**src/rtl/decoder_scan_n.sv**
```systemverilog
// ---------------------------------------------------------------------------
// decoder_scan_n
// Registered N-to-2**N one-hot decoder with a scan mode. In scan mode an
// internal index walks the one-hot output up or down, stepping once every
// DIV enabled cycles, with a load path and a one-cycle wrap pulse.
//
// Parameters
//   N          select width, output width is 2**N
//   DIV        scan prescaler, index steps every DIV enabled cycles (1..65535)
//   ACTIVE_LOW 1 = selected line driven 0, others 1
//
// Ports
//   i_clk    rising-edge clock
//   i_rst    synchronous reset, active-high
//   i_ena    enable; 0 = outputs inactive, counters frozen
//   i_mode   0 = decode i_n, 1 = scan
//   i_dir    scan direction; 0 = up, 1 = down
//   i_load   scan mode only: load i_n into the index
//   i_n      select value
//   o_d      registered one-hot output
//   o_idx    registered current index
//   o_valid  1 when o_d carries a selected line
//   o_wrap   one-cycle pulse coincident with a wrapped index on o_d
// ---------------------------------------------------------------------------
module decoder_scan_n #(
  parameter int N          = 3,
  parameter int DIV        = 1,
  parameter bit ACTIVE_LOW = 1'b0
) (
  input  logic            i_clk,
  input  logic            i_rst,
  input  logic            i_ena,
  input  logic            i_mode,
  input  logic            i_dir,
  input  logic            i_load,
  input  logic [N-1:0]    i_n,
  output logic [2**N-1:0] o_d,
  output logic [N-1:0]    o_idx,
  output logic            o_valid,
  output logic            o_wrap
);

  localparam int W  = 2**N;
  localparam int PW = (DIV > 1) ? $clog2(DIV) : 1;

  localparam logic [W-1:0]  D_IDLE   = ACTIVE_LOW ? {W{1'b1}} : {W{1'b0}};
  localparam logic [N-1:0]  IDX_MAX  = {N{1'b1}};
  localparam logic [N-1:0]  IDX_ZERO = {N{1'b0}};
  localparam logic [PW-1:0] PRE_LAST = PW'(DIV - 1);
  localparam logic [W-1:0]  ONE      = {{(W-1){1'b0}}, 1'b1};

  logic [N-1:0]  r_idx;
  logic [PW-1:0] r_pre;
  logic [W-1:0]  r_d;
  logic          r_valid;
  logic          r_wrap;
  logic          r_mode_q;

  logic [N-1:0]  w_idx_nxt;
  logic [PW-1:0] w_pre_nxt;
  logic [W-1:0]  w_onehot;
  logic [W-1:0]  w_d_nxt;
  logic          w_valid_nxt;
  logic          w_wrap_nxt;

  always_comb begin
    w_idx_nxt   = r_idx;
    w_pre_nxt   = r_pre;
    w_valid_nxt = 1'b0;
    w_wrap_nxt  = 1'b0;
    if (!i_ena) begin
      // frozen: index and prescaler hold, output goes inactive
      w_valid_nxt = 1'b0;
    end else if (!i_mode) begin
      w_idx_nxt   = i_n;
      w_pre_nxt   = '0;
      w_valid_nxt = 1'b1;
    end else begin
      w_valid_nxt = 1'b1;
      if (i_load) begin
        w_idx_nxt = i_n;
        w_pre_nxt = '0;
      end else if (i_mode != r_mode_q) begin
        // first scan cycle after a mode change: restart the dwell, no step
        w_pre_nxt = '0;
      end else if (r_pre == PRE_LAST) begin
        w_pre_nxt = '0;
        if (!i_dir) begin
          w_idx_nxt  = r_idx + 1'b1;
          w_wrap_nxt = (r_idx == IDX_MAX);
        end else begin
          w_idx_nxt  = r_idx - 1'b1;
          w_wrap_nxt = (r_idx == IDX_ZERO);
        end
      end else begin
        w_pre_nxt = r_pre + 1'b1;
      end
    end
  end

  always_comb begin
    w_onehot = ONE << w_idx_nxt;
    if (!w_valid_nxt) begin
      w_d_nxt = D_IDLE;
    end else if (ACTIVE_LOW) begin
      w_d_nxt = ~w_onehot;
    end else begin
      w_d_nxt = w_onehot;
    end
  end

  always_ff @(posedge i_clk) begin
    if (i_rst) begin
      r_idx    <= '0;
      r_pre    <= '0;
      r_d      <= D_IDLE;
      r_valid  <= 1'b0;
      r_wrap   <= 1'b0;
      r_mode_q <= 1'b0;
    end else begin
      r_idx    <= w_idx_nxt;
      r_pre    <= w_pre_nxt;
      r_d      <= w_d_nxt;
      r_valid  <= w_valid_nxt;
      r_wrap   <= w_wrap_nxt;
      r_mode_q <= i_mode;
    end
  end

  assign o_d     = r_d;
  assign o_idx   = r_idx;
  assign o_valid = r_valid;
  assign o_wrap  = r_wrap;

endmodule

```
**config.mk**
```make
export PLATFORM = sky130hd
export DESIGN_NAME = decoder_scan_n
export DESIGN_NICKNAME = d
export VERILOG_FILES = /design/src/rtl/decoder_scan_n.sv
export SDC_FILE = /design/constraint.sdc
export NUM_CORES = 1
export LEC_CHECK = 0
export ABC_AREA = 0
export CORE_MARGIN = 10
export CORE_UTILIZATION = 42
export CTS_CLUSTER_SIZE = 14
export DETAILED_ROUTE_END_ITERATION = 7
export PLACE_DENSITY = 0.74
export SLEW_MARGIN = 20
export SYNTH_ARGS = -nofsm -noshare
export SYNTH_HDL_FRONTEND = slang
export SYNTH_SLANG_ARGS = --single-unit
export TNS_END_PERCENT = 1
```
**constraint.sdc**
```tcl
create_clock -name i_clk -period 2.3 [get_ports i_clk]
set_input_delay 0.23 -clock i_clk [delete_from_list [all_inputs] [get_ports i_clk]]
set_output_delay 0.23 -clock i_clk [all_outputs]
set_load 0.02 [all_outputs]
```
==> impl_metrics.json <==
{
  "synth_ff_type": "dfxtp_1",
  "io_buffers": 21,
  "grt_antenna_before_repair": 0,
  "maxCapViolCount": 0,
  "cts.path.max_buffers": 2,
  "p_sw_share_pct": 25.9,
  "register_area_um2": 280,
  "cts_tree": "yes",
  "ys_seq_area_share_pct": 43.7,
  "timing.fmax_ghz": 0.549,
  "finalCritPeriodShare_pct": 79.2,
  "die_h_um": 59.1,
  "multi_input_area_um2": 338,
  "finalCriticalPeriod_ns": 1.82,
  "final_max_slew_viol_count": 0,
  "tns_ns": 0,
  "synth.distinct_cells": 31,
  "yosys_warnings": 0,
  "grt_remaining_overflow": 0,
  "layout-drive-gt1-share_pct": 14.0,
  "outcome": "complete, no violations",
  "syn-cell-area_um2": 641,
  "design.die.area_um2": 3490,
  "clkPwrFrac_pct": 32.4,
  "antenna_left": 0,
  "p_switching_uw": 142,
  "vias": 560,
  "first_global_vias": 518,
  "htree_num_levels": 1,
  "numCtsBuffers": 3,
  "async_reset_ff_share_pct": 0,
  "pre_cts_ws_ns": 0.173,
  "postCtsResizedCells": 0,
  "avgSynthCellArea_um2": 10.3,
  "layout.nets": 97,
  "core_um2": 1470,
  "rows": 14,
  "areaGrowthSynthToFinish_pct": 40.4,
  "hold_buffers": 0,
  "p_leak_uw": 0.000332,
  "synth_top_area_share_pct": 43.7,
  "synth_top_cell_by_area": "dfxtp_1",
  "slew_headroom_pct": 74.5,
  "finalSetupViolations": 0,
  "wl_per_cell_um": 13.2,
  "num_io_pins": 22,
  "skew_ns": 0.00565,
  "critical_path_arrival_ns": 2.05,
  "rsz0062_at_grt": "no",
  "drt_iter0_drc": 7,
  "grt_pass1_wl_um": 2250,
  "cts_setup_buffers": 0,
  "crit_path_start_kind": "input pin",
  "cp-end-kind": "flop",
  "root_buffer": "clkbuf_4",
  "grt_max_degree": 10,
  "tightest_slew_ns": 0.379,
  "min_path_type": "reg2reg",
  "viasPerCell": 5.49,
  "irDropWorstVdd_uv": 284,
  "intPower_uw": 406,
  "final.fill_count": 142,
  "yosysMostFrequentCell": "dfxtp_1",
  "power.density_nw_per_um2": 609,
  "path_class": "in2reg",
  "detail_route.first_pass.iterations": 4,
  "route.detailed.drc": 0,
  "postSynthNetCount": 72,
  "combPwrFrac_pct": 20.0,
  "netlist_top_cells_area": "dfxtp_1 (44%), o22ai_1 (4.9%), fa_1 (3.1%)",
  "crit_required_ns": 2.53,
  "utilization_pct": 61.1,
  "worst-path-max-fanout": 4,
  "gp_congestion": 0.885,
  "wirelength_um": 1350,
  "cts_sinks": 14,
  "clk_latency_ns": 0.28,
  "initial_utilization_pct": 43.5,
  "synth_edf_count": 0,
  "path_clk_slew_ns": 0.09,
  "final-hold-violation-count": 0,
  "diodes": 0,
  "fin_ws_ns": 0.477,
  "synth-seq-cells": 14,
  "ys_top_cells_by_count": "dfxtp_1 (14), o22ai_1 (5), nor2_1 (4)",
  "syn_inst": 62,
  "grt_use_total_pct": 8.47,
  "p_seq_share_pct": 47.7,
  "die_x_um": 59.1
}
[critical path: stages]
cell and delay [ns]:
clkdlybuf4s50_1 0.44, fa_1 0.47, xnor2_2 0.25, mux2i_2 0.29
or2_1 0.18, and4_1 0.18
[stage by stage]
step / cell area, µm² / hold slack [ns] / std cells / total power, µW
after floorplan: 641 / 0.302 / 62 / 334
after global placement: 863 / 0.544 / 98 / 376
after detailed placement: 863 / 0.548 / 98 / 377
after CTS: 900 / 0.561 / 102 / 554
after global routing: 900 / 0.594 / 102 / 580
final: 900 / 0.556 / 102 / 548
[power by group through the flow]
stage / registers (µW) / clock network [µW] / logic [µW]
after floorplan: 275 / 0 / 59.3
after global placement: 267 / 0 / 109
after detailed placement: 268 / 0 / 110
after CTS: 262 / 182 / 111
after global routing: 264 / 196 / 120
final: 261 / 177 / 110
[routing by layer]
metal / GRT usage, % / up-vias / part of all wire, %
met4: 4.26 / 0 / 1.1
met5: 0 / - / 0
met3: 6.44 / 2 / 12
met2: 12.6 / 23 / 48
met1: 8.48 / 258 / 39
li1: - / 277 / -
[placed cells by master (no fill, tap or decap), drive strengths merged, types with 2 or more instances in the layout]
master | netlist | final
clkdlybuf4s50 | 0 | 21
dfxtp | 14 | 14
o22ai | 5 | 5
nor2 | 4 | 4
clkbuf | 1 | 4
nor2b | 3 | 3
and2b | 2 | 2
nand3 | 2 | 2
o21ai | 2 | 2
nand2b | 2 | 2
nand4b | 2 | 2
a21oi | 2 | 2
nor3 | 2 | 2
nor3b | 2 | 2
a211oi | 2 | 2
buf | 2 | 2
mux2i | 2 | 2
or2 | 2 | 2
[cells by family after synthesis]
group	Yosys count	share of synthesized area (%)
mux	2	3.71
fa+ha+maj	1	3.13
xor+xnor	1	2.54
simple gates	27	28.1
buf+inv	3	3.52
flops	14	43.8
compound gates	14	15.2
[flip-flops by register name, indices dropped and copies added (netlist names)]
signal    flops
o_d           8
o_idx         3
o_valid       1
r_mode_q      1
o_wrap        1
[worst paths after layout]
path                               start     end  slack, ns  cells past startpoint
worst min-delay path            o_idx[2]  o_wrap       0.56                      2
worst max-delay path               i_dir  o_d[2]       0.48                      6
worst min register to register  o_idx[2]  o_wrap       0.56                      2
worst max register to register  o_idx[0]  o_d[2]       0.52                      5
[cell type report]
type                    count  share of cell area [%]
flip-flops and latches     14                    31.2
well taps                  16                    2.23
multi-input cells          45                    37.6
repair buffers             23                    25.0
clock buffers               4                    4.03
Power figures use the tool's default switching activity.
